===== src/rtl/charmap_dma_if.sv =====
// charmap_dma_if: CPU access bus plus the CPU-side port of the chmap/fgcol/bgcol RAMs.
// master = the sequencer (owns the RAM port); slave = the CPU decode / RAM side.
interface charmap_dma_if;
   logic        cpu_req;
   logic [2:0]  cpu_we;
   logic [11:0] cpu_addr;
   logic [7:0]  cpu_din;
   logic [11:0] ram_addr;
   logic [2:0]  ram_we;
   logic [7:0]  ram_din_ch;
   logic [7:0]  ram_din_fg;
   logic [7:0]  ram_din_bg;
   logic [7:0]  ram_dout_ch;
   logic [7:0]  ram_dout_fg;
   logic [7:0]  ram_dout_bg;

   modport master (
      input  cpu_req, cpu_we, cpu_addr, cpu_din,
      input  ram_dout_ch, ram_dout_fg, ram_dout_bg,
      output ram_addr, ram_we, ram_din_ch, ram_din_fg, ram_din_bg
   );

   modport slave (
      output cpu_req, cpu_we, cpu_addr, cpu_din,
      output ram_dout_ch, ram_dout_fg, ram_dout_bg,
      input  ram_addr, ram_we, ram_din_ch, ram_din_fg, ram_din_bg
   );
endinterface


===== src/rtl/charmap_dma.sv =====
// charmap_dma: owns the CPU-side char-RAM port; performs screen fill and one-row scroll-up.
// Scroll mode is built only when CHARMAP_DMA_SCROLL_EN is defined; otherwise every command fills.
module charmap_dma #(
   parameter int COLS = 40,
   parameter int ROWS = 30
) (
   input  logic         clk,
   input  logic         reset,
   input  logic         cmd_start,
   input  logic         cmd_scroll,
   input  logic [7:0]   fill_ch,
   input  logic [7:0]   fill_fg,
   input  logic [7:0]   fill_bg,
   output logic         busy,
   output logic         done,
   charmap_dma_if.master bus
);
   localparam logic [5:0] X_LAST = 6'(COLS - 1);
   localparam logic [5:0] Y_LAST = 6'(ROWS - 1);

`ifdef CHARMAP_DMA_SCROLL_EN
   localparam logic [5:0] Y_SCR_LAST = 6'(ROWS - 2);
   typedef enum logic [2:0] {IDLE, FILL, SCR_RD, SCR_CAP, SCR_WR, SCR_FILL, FIN} state_t;
`else
   typedef enum logic [1:0] {IDLE, FILL, FIN} state_t;
`endif

   state_t      state, state_nxt;
   logic [5:0]  x, y, x_nxt, y_nxt;
   logic [5:0]  x_adv, y_adv, y_src;
   logic        row_end;
   logic        stall;
   logic        accept;
   logic [7:0]  fch, ffg, fbg;
   logic [11:0] eng_addr;
   logic [2:0]  eng_we;
   logic [7:0]  eng_ch, eng_fg, eng_bg;

   assign stall   = bus.cpu_req;
   assign accept  = cmd_start && (state == IDLE);
   assign row_end = (x == X_LAST);
   assign x_adv   = row_end ? 6'd0 : x + 6'd1;
   assign y_adv   = row_end ? y + 6'd1 : y;
   assign y_src   = y + 6'd1;

   assign busy = (state != IDLE) && (state != FIN);
   assign done = (state == FIN);

`ifdef CHARMAP_DMA_SCROLL_EN
   logic [7:0] hold_ch, hold_fg, hold_bg;

   // RAM read data is valid in SCR_CAP regardless of who owns the port this cycle
   always_ff @(posedge clk) begin
      if (state == SCR_CAP) begin
         hold_ch <= bus.ram_dout_ch;
         hold_fg <= bus.ram_dout_fg;
         hold_bg <= bus.ram_dout_bg;
      end
   end
`else
   logic unused_scroll_in;
   assign unused_scroll_in = ^{cmd_scroll, bus.ram_dout_ch, bus.ram_dout_fg, bus.ram_dout_bg};
`endif

   always_ff @(posedge clk) begin
      if (reset) begin
         state <= IDLE;
         x     <= 6'd0;
         y     <= 6'd0;
      end else begin
         state <= state_nxt;
         x     <= x_nxt;
         y     <= y_nxt;
      end
   end

   always_ff @(posedge clk) begin
      if (accept) begin
         fch <= fill_ch;
         ffg <= fill_fg;
         fbg <= fill_bg;
      end
   end

   always_comb begin
      state_nxt = state;
      x_nxt     = x;
      y_nxt     = y;
      eng_addr  = {y, x};
      eng_we    = 3'b000;
      eng_ch    = fch;
      eng_fg    = ffg;
      eng_bg    = fbg;
      case (state)
         IDLE: begin
            if (cmd_start) begin
               x_nxt = 6'd0;
               y_nxt = 6'd0;
`ifdef CHARMAP_DMA_SCROLL_EN
               state_nxt = cmd_scroll ? SCR_RD : FILL;
`else
               state_nxt = FILL;
`endif
            end
         end
`ifdef CHARMAP_DMA_SCROLL_EN
         FILL, SCR_FILL: begin
`else
         FILL: begin
`endif
            eng_we = 3'b111;
            if (!stall) begin
               if (row_end && (y == Y_LAST)) begin
                  state_nxt = FIN;
               end else begin
                  x_nxt = x_adv;
                  y_nxt = y_adv;
               end
            end
         end
`ifdef CHARMAP_DMA_SCROLL_EN
         SCR_RD: begin
            eng_addr = {y_src, x};
            if (!stall) state_nxt = SCR_CAP;
         end
         SCR_CAP, SCR_WR: begin
            eng_we = 3'b111;
            // SCR_CAP writes the word being captured, SCR_WR the held copy
            if (state == SCR_CAP) begin
               eng_ch = bus.ram_dout_ch;
               eng_fg = bus.ram_dout_fg;
               eng_bg = bus.ram_dout_bg;
            end else begin
               eng_ch = hold_ch;
               eng_fg = hold_fg;
               eng_bg = hold_bg;
            end
            if (!stall) begin
               x_nxt     = x_adv;
               y_nxt     = y_adv;
               state_nxt = (row_end && (y == Y_SCR_LAST)) ? SCR_FILL : SCR_RD;
            end else if (state == SCR_CAP) begin
               state_nxt = SCR_WR;
            end
         end
`endif
         FIN: state_nxt = IDLE;
         default: state_nxt = IDLE;
      endcase
   end

   assign bus.ram_addr   = stall ? bus.cpu_addr : eng_addr;
   assign bus.ram_we     = stall ? bus.cpu_we   : eng_we;
   assign bus.ram_din_ch = stall ? bus.cpu_din  : eng_ch;
   assign bus.ram_din_fg = stall ? bus.cpu_din  : eng_fg;
   assign bus.ram_din_bg = stall ? bus.cpu_din  : eng_bg;
endmodule


===== src/flat_wrapper.sv =====
// flat-port wrapper written by rule: the top's interface ports become plain ports
module charmap_dma_flat 
#(
   parameter int COLS = 40,
   parameter int ROWS = 30
)
  (clk, reset, cmd_start, cmd_scroll, fill_ch, fill_fg, fill_bg, busy, done, bus_cpu_req, bus_cpu_we, bus_cpu_addr, bus_cpu_din, bus_ram_dout_ch, bus_ram_dout_fg, bus_ram_dout_bg, bus_ram_addr, bus_ram_we, bus_ram_din_ch, bus_ram_din_fg, bus_ram_din_bg);
  charmap_dma_if bus_i ();
  input  logic clk;
  input  logic reset;
  input  logic cmd_start;
  input  logic cmd_scroll;
  input  logic [7:0] fill_ch;
  input  logic [7:0] fill_fg;
  input  logic [7:0] fill_bg;
  output logic busy;
  output logic done;
  input wire logic [$bits(bus_i.cpu_req)-1:0] bus_cpu_req;
  input wire logic [$bits(bus_i.cpu_we)-1:0] bus_cpu_we;
  input wire logic [$bits(bus_i.cpu_addr)-1:0] bus_cpu_addr;
  input wire logic [$bits(bus_i.cpu_din)-1:0] bus_cpu_din;
  input wire logic [$bits(bus_i.ram_dout_ch)-1:0] bus_ram_dout_ch;
  input wire logic [$bits(bus_i.ram_dout_fg)-1:0] bus_ram_dout_fg;
  input wire logic [$bits(bus_i.ram_dout_bg)-1:0] bus_ram_dout_bg;
  output wire logic [$bits(bus_i.ram_addr)-1:0] bus_ram_addr;
  output wire logic [$bits(bus_i.ram_we)-1:0] bus_ram_we;
  output wire logic [$bits(bus_i.ram_din_ch)-1:0] bus_ram_din_ch;
  output wire logic [$bits(bus_i.ram_din_fg)-1:0] bus_ram_din_fg;
  output wire logic [$bits(bus_i.ram_din_bg)-1:0] bus_ram_din_bg;
  assign bus_i.cpu_req = bus_cpu_req;
  assign bus_i.cpu_we = bus_cpu_we;
  assign bus_i.cpu_addr = bus_cpu_addr;
  assign bus_i.cpu_din = bus_cpu_din;
  assign bus_i.ram_dout_ch = bus_ram_dout_ch;
  assign bus_i.ram_dout_fg = bus_ram_dout_fg;
  assign bus_i.ram_dout_bg = bus_ram_dout_bg;
  assign bus_ram_addr = bus_i.ram_addr;
  assign bus_ram_we = bus_i.ram_we;
  assign bus_ram_din_ch = bus_i.ram_din_ch;
  assign bus_ram_din_fg = bus_i.ram_din_fg;
  assign bus_ram_din_bg = bus_i.ram_din_bg;
  charmap_dma #(.COLS(COLS), .ROWS(ROWS)) u_core (.clk(clk), .reset(reset), .cmd_start(cmd_start), .cmd_scroll(cmd_scroll), .fill_ch(fill_ch), .fill_fg(fill_fg), .fill_bg(fill_bg), .busy(busy), .done(done), .bus(bus_i));
endmodule

===== config.mk =====
export PLATFORM = sky130hd
export DESIGN_NAME = charmap_dma_flat
export DESIGN_NICKNAME = d
export VERILOG_FILES = /design/src/rtl/charmap_dma_if.sv /design/src/rtl/charmap_dma.sv /design/src/flat_wrapper.sv
export SDC_FILE = /design/constraint.sdc
export NUM_CORES = 1
export LEC_CHECK = 0
export CORE_UTILIZATION = 41
export DETAILED_ROUTE_END_ITERATION = 6
export PLACE_DENSITY_LB_ADDON = 0.12
export RECOVER_POWER = 50
export SETUP_SLACK_MARGIN = 0.4
export SKIP_LAST_GASP = 1
export SYNTH_ARGS = -nofsm -noshare
export SYNTH_HDL_FRONTEND = slang
export SYNTH_SLANG_ARGS = --single-unit
export TNS_END_PERCENT = 30

===== constraint.sdc =====
create_clock -name clk -period 4.4 [get_ports clk]
set_clock_uncertainty 0.1 [all_clocks]
set_input_delay 1.32 -clock clk [delete_from_list [all_inputs] [get_ports clk]]
set_output_delay 1.32 -clock clk [all_outputs]
set_load 0.005 [all_outputs]

Yosys cells after proc, flatten, opt, wreduce, memory -nomap -nowiden
Index checks and enable logic that the tools add are counted.
{"block": "word_totals", "ff_bits": 38, "in_bits": 76, "output_inout_bits": 41, "wordCells": 46}
{"block": "op_classes", "addsub": 2, "eq_ne": 10, "muxes": 19, "n_reduce_logical": 9}
{"op": "two-way mux 6 bit", "count": 7}
{"op": "two-way mux 8 bit", "count": 3}
{"op": "one-hot mux 6 bit (2 select lines)", "count": 2}
{"op": "adder 6 x 1 -> 6 bit (second input constant)", "count": 2}
{"op": "two-way mux 12 bit", "count": 1}
{"op": "!= test 2 bit (second input constant)", "count": 4}
{"op": "equality test 6 x 5 -> 1 bit (second input constant)", "count": 1}
{"op": "equality test 6 bit (second input constant)", "count": 1}
{"op": "two-way mux 2 bit", "count": 3}
{"op": "two-way mux 3 bit", "count": 2}
{"op": "AND reduction 5 bit", "count": 1}
{"op": "!= test 2 x 1 -> 1 bit (second input constant)", "count": 2}
{"op": "one-hot mux 2 bit (2 select lines)", "count": 1}
{"op": "AND reduction 4 bit", "count": 1}
{"op": "nonzero test 2 bit", "count": 2}
{"op": "logical AND 1 bit", "count": 3}
{"op": "AND reduction 3 bit", "count": 1}
{"op": "equality test 2 x 1 -> 1 bit (second input constant)", "count": 1}
{"op": "equality test 2 bit (second input constant)", "count": 1}
{"op": "logical NOT 2 bit", "count": 1}

Longest topological paths before layout
{"block": "depth", "word_depth": 5, "mapped_depth": 6, "ltp_nobuf": 6}

Worst setup path before layout
Ideal clock, no wire load.
{"block": "synth_path", "path_kind": "in2out", "from": "in bus_cpu_req", "to": "out bus_ram_addr[7]", "t_arrival_ps": 2164, "required_time_ps": 2980, "path_slack_ps": 816, "stages": 5, "path_buffers": 3, "path_cell_list": "buf_6 > clkbuf_1 > clkbuf_1 > nand2_1 > o21ai_0"}
{"block": "synth_between", "elab_chain_len": 1}
{"element": "start: declaration", "line": "flat_wrapper.sv:18", "text": "input wire logic [$bits(bus_i.cpu_req)-1:0] bus_cpu_req;"}
{"element": "two-way mux 12 bit", "line": "charmap_dma.sv:152", "text": "assign bus.ram_addr = stall ? bus.cpu_addr : eng_addr;"}
{"element": "end: declaration", "line": "flat_wrapper.sv:25", "text": "output wire logic [$bits(bus_i.ram_addr)-1:0] bus_ram_addr;"}
Every way passes these cells.

Worst setup path after layout
{"block": "layout_path", "from": "in bus_cpu_din[3]", "to": "out bus_ram_din_ch[3]"}
{"block": "layout_between", "elab_chain_len": 1}
{"element": "start: declaration", "line": "flat_wrapper.sv:21", "text": "input wire logic [$bits(bus_i.cpu_din)-1:0] bus_cpu_din;"}
{"element": "two-way mux 8 bit", "line": "charmap_dma.sv:154", "text": "assign bus.ram_din_ch = stall ? bus.cpu_din : eng_ch;"}
{"element": "end: declaration", "line": "flat_wrapper.sv:27", "text": "output wire logic [$bits(bus_i.ram_din_ch)-1:0] bus_ram_din_ch;"}
Every way passes these cells.

==> flow_metrics.env <==
export IMPL_status="complete, no violations"
export IMPL_area_growth_pct=54.9
export IMPL_grt_pass1_wl_um=7530
export IMPL_cts_root_buf="clkbuf_8"
export IMPL_path_class="input port to primary output"
export IMPL_cts_buffers=5
export IMPL_place_gp_congestion=0.781
export IMPL_max_cap_viol_count=0
export IMPL_post_route_drc_count=0
export IMPL_reg2reg_to="u_core.eng_fg[6]"
export IMPL_finalCritPeriodShare=0.892
export IMPL_clkPwrFrac=0.380
export IMPL_ys_ff_latch=38
export IMPL_num_fill_cells=397
export IMPL_row_count=25
export IMPL_cts_num_sinks=38
export IMPL_slew_headroom=0.136
export IMPL_antenna_found_initial=0
export IMPL_cp_required_ns=2.98
export IMPL_p_comb_frac=0.174
export IMPL_r2r_slack_ns=2.08
export IMPL_dieHeight_um=72.1
export IMPL_wirelength_um=4680
export IMPL_hold_buffers=0
export IMPL_leakagePower_nw=1.21
export IMPL_finalNonFillerCells=364
export IMPL_fp_dieW_um=72.1
export IMPL_hold_viol_final=0
export IMPL_clock_path_buffers=2
export IMPL_grt_max_degree=25
export IMPL_worstMarginPinSlew_ns=1.30
export IMPL_groute_usage_overall=0.184
export IMPL_via_count=1845
export IMPL_synth_nets=284
export IMPL_overflow=0
export IMPL_synth_area_per_cell_um2=9.84
export IMPL_die_area_um2=5200
export IMPL_final_setup_tns_ns=0
export IMPL_fmax_mhz=255
export IMPL_portBuffers=91
export IMPL_p_sw_frac=0.206
export IMPL_setup_viol=0
export IMPL_cts_max_level=2
export IMPL_intPower_mw=0.721
export IMPL_clkLatencyLatePin_ns=0.28
export IMPL_power_frac_seq=0.445
export IMPL_synth_edf_count=24
export IMPL_drive_gt1_frac=0.111
export IMPL_synthArstFlopShare=0
export IMPL_worstHoldEndpoint="u_core.x[5]"
export IMPL_drt_initial_drc_count=114
export IMPL_slew_viol_final=0
export IMPL_setup_worst_path_end_class="primary output"
export IMPL_drtAntennaViolNets=0
export IMPL_yosys_area_top_type_share=0.357
export IMPL_period_needed_ns=3.93
export IMPL_vias_per_cell=5.07
export IMPL_switchingPower_mw=0.187
export IMPL_syn_cell_area_um2=2020
export IMPL_post_cts_setup_buffers=0
export IMPL_cp_arrival_ns=2.51
export IMPL_worstPathMaxFanout=3
export IMPL_synth_warnings=0
export IMPL_reg2reg_depth=4
export IMPL_hpwl_um=3460
export IMPL_hold_class="flip-flop to flip-flop"
export IMPL_firstDrtPassIters=4
export IMPL_rsz0062_at_grt="no"
export IMPL_yosysTopAreaCell="edfxtp_1"
export IMPL_finalNetCount=375
export IMPL_clkTransAtPathRegs_ns=0.07
export IMPL_r2r_start="u_core.state[0]"
export IMPL_post_place_cells=356
export IMPL_postSynthCellCount=205
export IMPL_num_io_pins=117
export IMPL_synth_seq_area_share=0.496
export IMPL_yosysUniqueCellTypes=41
export IMPL_holdPathStages=2
export IMPL_power_density_nw_per_um2=291
export IMPL_start_kind="input port"
export IMPL_ys_flop_type="edfxtp_1"
export IMPL_core_area_um2=4720
export IMPL_cts_tree="built"
export IMPL_initial_utilization=0.427
export IMPL_ir_drop_uv=217
export IMPL_wl_per_cell_um=12.9
export IMPL_antenna_cells=0
export IMPL_grt_pass1_vias=1706
export IMPL_min_delay_start="u_core.x[5]"
export IMPL_synth_area_leaders="edfxtp_1, dfxtp_1, o21ai_0"
## state kept, by name, summed over array words and instances, names as in the netlist
register	cells
u_core.y	6
u_core.eng_fg	8
u_core.state	2
u_core.eng_bg	8
u_core.x	6
u_core.eng_ch	8
## cell type report
cell class,instances,area [µm²],area share
clock buffer,5,68.8,0.0220
clock inverter,3,63.8,0.0204
inverter,29,109,0.0348
multi-input combinational,127,847,0.271
sequential,38,1000,0.320
tap,67,83.8,0.0268
timing repair buffer,95,951,0.304
## worst max-delay path, cell delays in order
cell	delay, ns
clkdlybuf4s50_1	0.46
nand2_1	0.08
o21ai_0	0.09
clkdlybuf4s50_1	0.55
## through the flow
stage	utilization	area, µm²	total power, mW	hold slack, ns	worst slack, ns
CTS	0.661	3120	0.924	0.419	0.463
global placement	0.633	2990	0.573	0.401	0.362
finish	0.661	3120	0.909	0.423	0.475
global route	0.661	3120	0.943	0.452	0.414
detailed placement	0.633	2990	0.576	0.408	0.353
floorplan	-	2020	0.466	0.373	0.816
## layout by cell type, fill, tap and decap left out, drive strengths merged, types with 6 or more instances in the layout
master | synthesis | layout
dlygate4sd3 | 0 | 27
clkbuf | 8 | 6
nor2 | 6 | 6
nand2 | 23 | 23
clkdlybuf4s50 | 0 | 63
o21ai | 29 | 29
nand3 | 9 | 9
inv | 29 | 29
edfxtp | 24 | 24
mux2 | 11 | 11
dfxtp | 14 | 14
## worst max path at each step
| stage | startpoint | depth (start not counted) | to | slack (ns) |
|---|---|---|---|---|
| floorplan | bus_cpu_req | 5 | bus_ram_addr[7] | 0.82 |
| global placement | bus_cpu_req | 4 | bus_ram_addr[2] | 0.36 |
| detailed placement | bus_cpu_req | 4 | bus_ram_addr[10] | 0.35 |
| CTS | bus_cpu_din[3] | 4 | bus_ram_din_ch[3] | 0.46 |
| global route | bus_cpu_din[3] | 4 | bus_ram_din_ch[3] | 0.41 |
| finish | bus_cpu_din[3] | 4 | bus_ram_din_ch[3] | 0.47 |
## layer usage
layer | wire length (µm) | track usage
met5 | 0 | 0
met4 | 15 | 0.0523
met3 | 368 | 0.0611
met2 | 2310 | 0.302
met1 | 1990 | 0.232
## cells in the mapped netlist, types with 2 or more instances
cell type	instances
a21o_1	3
or4_1	2
dfxtp_1	14
nor2b_1	3
clkbuf_1	8
nand2b_1	3
o21a_1	2
buf_6	2
a31o_2	3
o21ai_0	29
nand2_1	23
nand4_1	2
nand3_1	8
edfxtp_1	24
o41ai_1	2
mux2_2	11
nor4_1	2
ha_1	3
o32ai_1	2
a211oi_1	2
o2111ai_1	2
nor2_1	6
nor3_1	3
inv_1	29
## cells by family after synthesis
kind of cell / after synthesis / synth area share
simple gates: 58 / 0.151
compound gates: 54 / 0.184
buf+inv: 40 / 0.0837
flops: 38 / 0.496
mux: 12 / 0.0664
fa+ha+maj: 3 / 0.0186
## power groups by stage
stage               clock [mW]  sequential, mW  combinational [mW]
global placement             0           0.412               0.161
finish                   0.346           0.405               0.159
global route             0.363           0.406               0.173
floorplan                    0           0.409              0.0564
detailed placement           0           0.412               0.164
CTS                      0.355           0.404               0.165
## what timing repair did
item	in CTS	in global routing
endpoints found under the setup margin	15	2
gates cloned	0	0
gates resized for setup	1	1
Power figures use the tool's default switching activity.
